File: config.mk
export PLATFORM = sky130hd
export DESIGN_NAME = keypad_entry_flat
export DESIGN_NICKNAME = d
export VERILOG_FILES = /design/src/rtl/keypad_pkg.sv /design/src/rtl/keypad_entry_if.sv /design/src/rtl/keypad_sync_edge.sv /design/src/rtl/keypad_entry.sv /design/src/flat_wrapper.sv
export SDC_FILE = /design/constraint.sdc
export NUM_CORES = 1
export LEC_CHECK = 0
export BUFFER_PORTS_ARGS = -buffer_cell sky130_fd_sc_hd__buf_4
export CAP_MARGIN = 20
export CORE_UTILIZATION = 36
export CTS_CLUSTER_SIZE = 8
export DETAILED_ROUTE_END_ITERATION = 8
export HOLD_SLACK_MARGIN = 0.12
export MAX_ROUTING_LAYER = met4
export SLEW_MARGIN = 15
export SYNTH_ARGS = -nofsm -noshare
export SYNTH_HDL_FRONTEND = slang
export SYNTH_SLANG_ARGS = --single-unit
File: constraint.sdc
create_clock -name clk -period 4.4 [get_ports clk]
set_input_delay 0.44 -clock clk [delete_from_list [all_inputs] [get_ports clk]]
set_output_delay 0.44 -clock clk [all_outputs]
set_load 0.02 [all_outputs]
File: src/rtl/keypad_pkg.sv
// Shared types and constants for the checkout keypad front end:
// key-bit layout, entry phases and the one-hot digit decoder.
package keypad_pkg;

  localparam int KEY_W    = 14;
  localparam int DIGIT_W  = 10;
  localparam int K_ENTER  = 10;
  localparam int K_NUMBER = 11;
  localparam int K_TOTAL  = 12;
  localparam int K_CLR    = 13;

  typedef enum logic [1:0] {
    S_COST = 2'd0,
    S_QTY  = 2'd1,
    S_ERR  = 2'd2
  } phase_e;

  typedef struct packed {
    logic       valid;
    logic [3:0] digit;
  } bcd_t;

  // valid only when exactly one key bit is set
  function automatic bcd_t onehot_to_bcd(input logic [DIGIT_W-1:0] oh);
    bcd_t r;
    r.valid = (oh != '0) && ((oh & (oh - 10'd1)) == '0);
    r.digit = 4'd0;
    for (int i = 0; i < DIGIT_W; i++) begin
      if (oh[i]) r.digit = 4'(i);
    end
    return r;
  endfunction

endpackage

File: src/rtl/keypad_entry_if.sv
// Key inputs and accumulator-facing outputs of the keypad entry block.
interface keypad_entry_if #(parameter int VAL_W = 11) ();

  logic [9:0]       key_digit;
  logic             key_enter;
  logic             key_number;
  logic             key_total;
  logic             key_clr;
  logic [VAL_W-1:0] cost_o;
  logic [VAL_W-1:0] qty_o;
  logic             enter_o;
  logic             number_o;
  logic             total_o;
  logic             clear_o;
  logic [VAL_W-1:0] entry_o;
  logic [2:0]       digits_o;
  logic             err_o;
  logic [1:0]       phase_o;

  modport master (
    output key_digit, key_enter, key_number, key_total, key_clr,
    input  cost_o, qty_o, enter_o, number_o, total_o, clear_o,
    input  entry_o, digits_o, err_o, phase_o
  );

  modport slave (
    input  key_digit, key_enter, key_number, key_total, key_clr,
    output cost_o, qty_o, enter_o, number_o, total_o, clear_o,
    output entry_o, digits_o, err_o, phase_o
  );

endinterface

File: src/rtl/keypad_sync_edge.sv
// Two-flop synchronizer and rising-edge detector for raw push buttons;
// also exports the synchronized level of one selected bit.
module keypad_sync_edge #(
  parameter int W        = 14,
  parameter int HOLD_BIT = 0
) (
  input  logic         clk,
  input  logic         rst_n,
  input  logic [W-1:0] din,
  output logic [W-1:0] rise_o,
  output logic         hold_o
);

  logic [W-1:0] s1_d, s1_q;
  logic [W-1:0] s2_d, s2_q;
  logic [W-1:0] prev_d, prev_q;

  always_comb begin
    s1_d   = din;
    s2_d   = s1_q;
    prev_d = s2_q;
  end

  always_ff @(posedge clk or negedge rst_n) begin
    if (!rst_n) begin
      s1_q   <= '0;
      s2_q   <= '0;
      prev_q <= '0;
    end else begin
      s1_q   <= s1_d;
      s2_q   <= s2_d;
      prev_q <= prev_d;
    end
  end

  assign rise_o = s2_q & ~prev_q;
  assign hold_o = s2_q[HOLD_BIT];

endmodule

File: src/rtl/keypad_entry.sv
// Keypad front end: turns debounced key edges into multi-digit cost and
// quantity values with commit strobes for the checkout accumulator.
module keypad_entry
  import keypad_pkg::*;
#(
  parameter int VAL_W      = 11,
  parameter int MAX_VAL    = 2047,
  parameter int MAX_DIGITS = 4
) (
  input  logic           clk,
  input  logic           clear_n,
  keypad_entry_if.slave  bus
);

  localparam int NXT_W = VAL_W + 4;
  localparam logic [NXT_W-1:0] MAX_NXT = NXT_W'(MAX_VAL);

  logic [KEY_W-1:0] raw_keys, edg;
  logic             total_lvl;
  logic [K_CLR-1:0] cmd_edg;
  logic             multi;
  bcd_t             bcd;
  logic [NXT_W-1:0] nxt;

  phase_e           state_d, state_q;
  logic [VAL_W-1:0] entry_d, entry_q, cost_d, cost_q, qty_d, qty_q;
  logic [2:0]       digits_d, digits_q;
  logic             err_d, err_q, enter_d, enter_q, number_d, number_q;
  logic             total_d, total_q, clear_d, clear_q;

  assign raw_keys = {bus.key_clr, bus.key_total, bus.key_number, bus.key_enter, bus.key_digit};

  keypad_sync_edge #(.W(KEY_W), .HOLD_BIT(K_TOTAL)) u_sync (
    .clk    (clk),
    .rst_n  (clear_n),
    .din    (raw_keys),
    .rise_o (edg),
    .hold_o (total_lvl)
  );

  // more than one non-CLR edge in a cycle is a keying error
  assign cmd_edg = edg[K_CLR-1:0];
  assign multi   = |(cmd_edg & (cmd_edg - K_CLR'(1)));
  assign bcd     = onehot_to_bcd(edg[DIGIT_W-1:0]);
  assign nxt     = NXT_W'(entry_q) * NXT_W'(10) + NXT_W'(bcd.digit);

  always_comb begin
    state_d  = state_q;
    entry_d  = entry_q;
    digits_d = digits_q;
    err_d    = err_q;
    cost_d   = cost_q;
    qty_d    = qty_q;
    enter_d  = 1'b0;
    number_d = 1'b0;
    clear_d  = 1'b0;
    total_d  = total_q & total_lvl;

    if (edg[K_CLR]) begin
      state_d  = S_COST;
      entry_d  = '0;
      digits_d = '0;
      err_d    = 1'b0;
      clear_d  = 1'b1;
      total_d  = 1'b0;
    end else if (multi) begin
      state_d = S_ERR;
      err_d   = 1'b1;
      total_d = 1'b0;
    end else begin
      case (state_q)
        S_COST, S_QTY: begin
          if (bcd.valid) begin
            if (nxt > MAX_NXT || digits_q == 3'(MAX_DIGITS)) begin
              state_d = S_ERR;
              err_d   = 1'b1;
              total_d = 1'b0;
            end else begin
              entry_d  = nxt[VAL_W-1:0];
              digits_d = digits_q + 3'd1;
            end
          end else if (state_q == S_COST) begin
            if (edg[K_ENTER] && digits_q != '0) begin
              cost_d   = entry_q;
              enter_d  = 1'b1;
              entry_d  = '0;
              digits_d = '0;
              state_d  = S_QTY;
            end else if (edg[K_TOTAL] && digits_q == '0) begin
              total_d = 1'b1;
            end
          end else if (edg[K_NUMBER] && digits_q != '0) begin
            qty_d    = entry_q;
            number_d = 1'b1;
            entry_d  = '0;
            digits_d = '0;
            state_d  = S_COST;
          end
        end
        S_ERR: total_d = 1'b0;
        default: begin
          state_d = S_ERR;
          err_d   = 1'b1;
          total_d = 1'b0;
        end
      endcase
    end
  end

  always_ff @(posedge clk or negedge clear_n) begin
    if (!clear_n) begin
      state_q  <= S_COST;
      entry_q  <= '0;
      digits_q <= '0;
      err_q    <= 1'b0;
      cost_q   <= '0;
      qty_q    <= '0;
      enter_q  <= 1'b0;
      number_q <= 1'b0;
      clear_q  <= 1'b0;
      total_q  <= 1'b0;
    end else begin
      state_q  <= state_d;
      entry_q  <= entry_d;
      digits_q <= digits_d;
      err_q    <= err_d;
      cost_q   <= cost_d;
      qty_q    <= qty_d;
      enter_q  <= enter_d;
      number_q <= number_d;
      clear_q  <= clear_d;
      total_q  <= total_d;
    end
  end

  assign bus.cost_o   = cost_q;
  assign bus.qty_o    = qty_q;
  assign bus.enter_o  = enter_q;
  assign bus.number_o = number_q;
  assign bus.total_o  = total_q;
  assign bus.clear_o  = clear_q;
  assign bus.entry_o  = entry_q;
  assign bus.digits_o = digits_q;
  assign bus.err_o    = err_q;
  assign bus.phase_o  = state_q;

endmodule

File: src/flat_wrapper.sv
// flat-port wrapper written by rule: the top's interface ports become plain ports
module keypad_entry_flat import keypad_pkg::*;
#(
  parameter int VAL_W      = 11,
  parameter int MAX_VAL    = 2047,
  parameter int MAX_DIGITS = 4
)
  (clk, clear_n, bus_key_digit, bus_key_enter, bus_key_number, bus_key_total, bus_key_clr, bus_cost_o, bus_qty_o, bus_enter_o, bus_number_o, bus_total_o, bus_clear_o, bus_entry_o, bus_digits_o, bus_err_o, bus_phase_o);
  keypad_entry_if #(.VAL_W(VAL_W)) bus_i ();
  input  logic clk;
  input  logic clear_n;
  input wire logic [$bits(bus_i.key_digit)-1:0] bus_key_digit;
  input wire logic [$bits(bus_i.key_enter)-1:0] bus_key_enter;
  input wire logic [$bits(bus_i.key_number)-1:0] bus_key_number;
  input wire logic [$bits(bus_i.key_total)-1:0] bus_key_total;
  input wire logic [$bits(bus_i.key_clr)-1:0] bus_key_clr;
  output wire logic [$bits(bus_i.cost_o)-1:0] bus_cost_o;
  output wire logic [$bits(bus_i.qty_o)-1:0] bus_qty_o;
  output wire logic [$bits(bus_i.enter_o)-1:0] bus_enter_o;
  output wire logic [$bits(bus_i.number_o)-1:0] bus_number_o;
  output wire logic [$bits(bus_i.total_o)-1:0] bus_total_o;
  output wire logic [$bits(bus_i.clear_o)-1:0] bus_clear_o;
  output wire logic [$bits(bus_i.entry_o)-1:0] bus_entry_o;
  output wire logic [$bits(bus_i.digits_o)-1:0] bus_digits_o;
  output wire logic [$bits(bus_i.err_o)-1:0] bus_err_o;
  output wire logic [$bits(bus_i.phase_o)-1:0] bus_phase_o;
  assign bus_i.key_digit = bus_key_digit;
  assign bus_i.key_enter = bus_key_enter;
  assign bus_i.key_number = bus_key_number;
  assign bus_i.key_total = bus_key_total;
  assign bus_i.key_clr = bus_key_clr;
  assign bus_cost_o = bus_i.cost_o;
  assign bus_qty_o = bus_i.qty_o;
  assign bus_enter_o = bus_i.enter_o;
  assign bus_number_o = bus_i.number_o;
  assign bus_total_o = bus_i.total_o;
  assign bus_clear_o = bus_i.clear_o;
  assign bus_entry_o = bus_i.entry_o;
  assign bus_digits_o = bus_i.digits_o;
  assign bus_err_o = bus_i.err_o;
  assign bus_phase_o = bus_i.phase_o;
  keypad_entry #(.VAL_W(VAL_W), .MAX_VAL(MAX_VAL), .MAX_DIGITS(MAX_DIGITS)) u_core (.clk(clk), .clear_n(clear_n), .bus(bus_i));
endmodule
Word-level counts from Yosys, hierarchy flattened
Cells that the tools add are included.
Word-level totals
  flip-flop bits (word level): 85
  bits of input ports: 16
  output and inout bits: 43
  logic and storage cells: 118
Cells by class
  $add $sub $neg: 4
  multipliers: 1
  magnitude comparators: 1
  equal/unequal tests: 12
  mux-type cells: 59
  bitwise gates (word level): 9
  reduce and logical (&&, ||, !) cells: 19
Operators by type and width (number)
  two-way mux 11 bit: 8
  two-way mux 4 bit: 8
  two-way mux 1 bit: 26
  two-way mux 3 bit: 8
  adder 15 x 4 -> 15 bit: 1
  > comparator 15 x 11 -> 1 bit (second input constant): 1
  bitwise AND 14 bit: 1
  multiplier 11 x 3 -> 14 bit (second input constant): 1
  two-way mux 2 bit: 7
  NOT 14 bit: 1
  bitwise AND 13 bit: 1
  OR reduction 13 bit: 1
  subtractor 13 x 1 -> 13 bit (second input constant): 1
  AND reduction 6 bit: 2
  bitwise AND 10 bit: 1
  logical NOT 10 bit: 1
  nonzero test 10 bit: 1
  subtractor 10 x 1 -> 10 bit (second input constant): 1
  != test 4 x 1 -> 1 bit (second input constant): 2
  != test 6 x 1 -> 1 bit (second input constant): 1
  != test 6 x 3 -> 1 bit (second input constant): 1
  != test 5 x 3 -> 1 bit (second input constant): 1
  AND reduction 5 bit: 1
  logical AND 1 bit: 4
  other kinds (21): 24

Longest topological paths before layout
  word-level depth: 19
  mapped depth: 16
  mapped depth without buffers: 15

Hierarchy
From an unflattened synthesis, not the netlist that was laid out.
Unflattened totals
  cell total of the unflattened synthesis: 321
  area total of the unflattened synthesis: 4036.4 um^2
Modules (own cells, without submodules)
  keypad_entry: times used 1, cells an instance 265, area an instance 2792.7 um^2
  keypad_sync_edge: times used 1, cells an instance 56, area an instance 1243.7 um^2

Worst setup path after synthesis
No wires, ideal clock.
  path type: register to register
  from: register u_core.entry_q[1] (netlist: u_core.bus.entry_o[1])
  to: register u_core.entry_q[1] (netlist: u_core.bus.entry_o[1])
  setup time: 0.066 ns
  data arrival time: 3.473 ns
  data required time: 4.334 ns
  slack: 0.861 ns
  stages on the path, launching flop included: 13
  buffers on the path: 1
  period minus slack after synthesis: 3.539 ns
  path through: dfrtp_1 -> ha_1 -> ha_1 -> fa_1 -> a211oi_1 -> o21ai_0 -> a32oi_1 -> and4_1 -> mux2_2 -> a21oi_1 -> o21ba_2 -> buf_2 -> a22o_1
On the way
  longest elaborated chain between the ends: 6
Ends and longest elaborated chain
  start: declaration: RTL line keypad_entry.sv:26  | logic [VAL_W-1:0] entry_d, entry_q, cost_d, cost_q, qty_d, qty_q;
  start signal: assignment: RTL line keypad_entry.sv:124  | entry_q <= entry_d;
  multiplier 11 x 3 -> 14 bit: RTL line keypad_entry.sv:45  | assign nxt = NXT_W'(entry_q) * NXT_W'(10) + NXT_W'(bcd.digit);
  adder 15 x 4 -> 15 bit: RTL line keypad_entry.sv:45
  > comparator 15 x 11 -> 1 bit: RTL line keypad_entry.sv:74  | if (nxt > MAX_NXT || digits_q == 3'(MAX_DIGITS)) begin
  logical OR 1 bit: RTL line keypad_entry.sv:74
  != test 3 x 2 -> 1 bit (no line)
  AND reduction 5 bit (no line)
No other way between the ends.
A chain may end at the register's enable or synchronous reset.

Final worst setup path
  from: register u_core.entry_q[1] (netlist: u_core.bus.entry_o[1])
  to: register u_core.digits_q[0] (netlist: u_core.bus.digits_o[0])
On the way
  longest elaborated chain between the ends: 6
Ends and longest elaborated chain
  multiplier 11 x 3 -> 14 bit: RTL line keypad_entry.sv:45
  adder 15 x 4 -> 15 bit: RTL line keypad_entry.sv:45
  > comparator 15 x 11 -> 1 bit: RTL line keypad_entry.sv:74
  logical OR 1 bit: RTL line keypad_entry.sv:74
  != test 3 x 2 -> 1 bit (no line)
  AND reduction 5 bit (no line)
  end signal: assignment: RTL line keypad_entry.sv:125  | digits_q <= digits_d;
  end: declaration: RTL line keypad_entry.sv:27  | logic [2:0] digits_d, digits_q;
No other way between the ends.

==> flow_summary.ini <==
[timing]
finalMaxSlewViolations = 0
slew_headroom_pct = 46.6
tns_ns = 0
period_share_pct = 88.3
fin_worst_skew_ns = 0.0104
finalSetupViolations = 0
rsz0062_at_grt = no
fin_hold_ws_ns = 0.185
max_freq_mhz = 257
finalHoldViolCount = 0
setup_ws_ns = 0.515
fin_crit_ns = 3.88
tightestPinTransition_ns = 0.799

[setup_path]
critPathLaunchType = flip-flop
crit_chain = ha_1 -> ha_1 -> fa_1 -> a211oi_1 -> o21ai_0 -> a32oi_1 -> and4_1 -> mux2_2 -> a21oi_1 -> o21ba_2 -> mux2_2
cp_slowest_stage_delay_ns = 0.47
cp.required_ns = 4.69
cp_slowest_cell = dfrtp_1
r2r_start = u_core.bus.entry_o[1]$_DFFE_PN0P_
crit_start = u_core.bus.entry_o[1]$_DFFE_PN0P_
critPathMaxFanout = 12
crit_arrival_ns = 4.18
critical_path_class = flip-flop to flip-flop
end_kind = flip-flop

[clock_tree]
cts_resized = 0
numCtsBuffers = 9
cts_max_level = 3
clockRootBuffer = clkbuf_8
cts_tree = yes
clk_path_buf_depth = 2
cts.sinks = 85
insertion_delay_ns = 0.36
clkTransAtPathRegs_ns = 0.09

[routing]
drc_errors = 0
drtPass1Iterations = 6
ant_nets = 0
first_iter_violations = 77
wl_um = 7510
num_vias = 2648
wl_per_cell_um = 14.2
vias_per_cell = 5.01

[grt]
grt_usage_pct = 14.8
antenna_found_initial = 0
grt_max_degree = 44
grt_overflow = 0
grt_pass1_vias = 2633
grt_pass1_wl_um = 12800

[cells_and_area]
n_fill_cell = 1034
area_growth_pct = 19.0
fin_nets = 425
diodes = 0
layout-drive-gt1-share_pct = 29.0

[floorplanning]
initial_utilization_pct = 37.0
fp.dieH_um = 108
coreArea_um2 = 10900
placement_rows = 38
dieArea_um2 = 11600
die_x_um = 108
ioPinCount = 59

[synth]
ys_warn_count = 0
ys_types = 54
synth_cells = 318
avgSynthCellArea_um2 = 12.7
ys.flop_type = dfrtp_1
ys_ff_latch = 85
async_flop_share_pct = 100
yosysSeqAreaShare_pct = 52.8
synth_nets = 359
synth_edf_count = 0
synth.cell_area_um2 = 4030

[hold_path]
min_from = bus_key_digit[8]
holdCritPathClass = input pin to flip-flop

[pwr]
powerDensity_nw_per_um2 = 297
power.leakage_nw = 2.35
power_mw = 1.42
peakVddDrop_v = 0.000190

[flow_run]
max-cap-violations = 0

[placed_design]
port_buffers = 58
hpwl_um = 5440
pre_cts_ws_ns = 0.562
routabilityCongestion = 0.828

[status]
status = finished clean
state kept, by name, indices dropped and copies added (netlist names):
signal,cells
u_core.bus.cost_o,11
u_core.bus.digits_o,3
u_core.bus.qty_o,11
u_core.u_sync.prev_d,14
u_core.bus.total_o,1
u_core.bus.entry_o,11
u_core.bus.clear_o,1
u_core.u_sync.s1_q,14
u_core.bus.number_o,1
u_core.bus.phase_o,2
u_core.bus.err_o,1
u_core.u_sync.prev_q,14
u_core.bus.enter_o,1
layer usage:
| layer | GRT usage [%] | vias up | part of all wire, % |
|---|---|---|---|
| met5 | - | - | 0 |
| met4 | 4.99 | 0 | 1.3 |
| met2 | 23.4 | 57 | 48 |
| met1 | 18.5 | 1288 | 46 |
| met3 | 3.57 | 9 | 4.1 |
| li1 | - | 1294 | - |
cell type report:
class / count / area (um2) / area share [%]
inverters: 11 / 41.3 / 0.862
clock buffers: 10 / 128 / 2.66
multi-input cells: 217 / 1810 / 37.8
repair buffers: 60 / 453 / 9.45
well taps: 140 / 175 / 3.66
flip-flops and latches: 85 / 2130 / 44.4
clock inverters: 6 / 55.1 / 1.15
cells by family after synthesis:
kind of cell | count (synthesis) | share of synthesized area [%]
AOI/OAI and AO/OA | 73 | 13.1
xor gates and xnor gates | 11 | 2.39
adders and majority gates | 25 | 8.14
buffers and inverters | 16 | 2.14
DFF | 85 | 52.8
muxes | 25 | 8.64
and+or+nand+nor | 83 | 12.7
synthesized netlist by cell type (all sizes together), types with 2 or more instances:
cell,count,area [um2]
a31o,2,17.5
and4,2,17.5
ha,23,288
xor2,2,17.5
a21o,3,22.5
a211oi,5,42.5
or4,4,37.5
nor4,5,37.5
o21ai,15,75.1
nand2,12,45.0
buf,4,41.3
and2,3,18.8
a21oi,15,75.1
inv,11,41.3
xnor2,9,78.8
o21a,4,30.0
mux2,24,338
nor2,16,76.3
fa,2,40.0
o2111ai,2,17.5
o211a,2,20.0
nor3,7,35.0
o21ba,2,20.0
a32oi,2,17.5
or2,3,21.3
dfrtp,85,2130
nor2b,14,103
a22o,8,70.1
nand3,6,30.0
o2bb2ai,2,17.5
o22a,2,17.5
nand2b,8,50.1
o31ai,3,22.5
critical path: cells and delay by family (launching register included):
kind,cells,cell delay [ns]
adder cells (fa/ha/maj),3,1.02
multiplexers,2,0.58
AO/OA/AOI/OAI,5,1.48
AND/OR/NAND/NOR,1,0.28
flip-flops,1,0.47
power breakdown:
group          total (mW)  switching (mW)  internal (mW)
registers           0.812         0.00989          0.802
clock network       0.510           0.294          0.216
logic              0.0998          0.0610         0.0388
total                1.42           0.365           1.06
stage by stage:
stage	area, um2	util [%]	cells
6_report	4790	44.0	529
5_1_grt	4790	44.0	529
4_1_cts	4790	44.0	529
3_5_place_dp	4600	42.2	512
3_3_place_gp	4600	42.2	512
2_1_floorplan	4030	-	318
path summary, 6_finish.rpt:
check / to / slack [ns] / cells after the start
setup / recovery: u_core.bus.digits_o[0]$_DFFE_PN0P_ / 0.52 / 11
hold / removal: u_core.u_sync.s1_q[8]$_DFF_PN0_ / 0.19 / 1
setup reg to reg: u_core.bus.digits_o[0]$_DFFE_PN0P_ / 0.52 / 11
hold reg to reg: u_core.u_sync.prev_d[3]$_DFF_PN0_ / 0.35 / 0
max in group asynchronous: u_core.u_sync.prev_d[12]$_DFF_PN0_ / 2.86 / 3
min in group asynchronous: u_core.bus.entry_o[6]$_DFFE_PN0P_ / 0.61 / 2
placed cells by master (no fill, tap or decap), types with 3 or more instances in the layout:
cell type	count
o21ai_0	15
a211oi_1	4
buf_4	59
nand2_1	12
mux2_4	18
inv_1	11
nand2b_1	8
nor2b_1	12
a21oi_1	15
o21a_1	4
nor3_1	7
o31ai_1	3
a22o_1	8
clkbuf_8	9
mux2_1	3
nor2_1	15
mux2_2	3
dfrtp_1	85
nand3_1	6
and2_1	3
ha_1	23
nor4_1	4
xnor2_1	9
clkinv_4	3
a21o_1	3
repair_timing:
item	4_1_cts	5_1_grt
hold endpoints to repair	42	0
hold buffers	1	0
setup buffers	0	0
No activity file was read; power rests on OpenSTA's default activity.
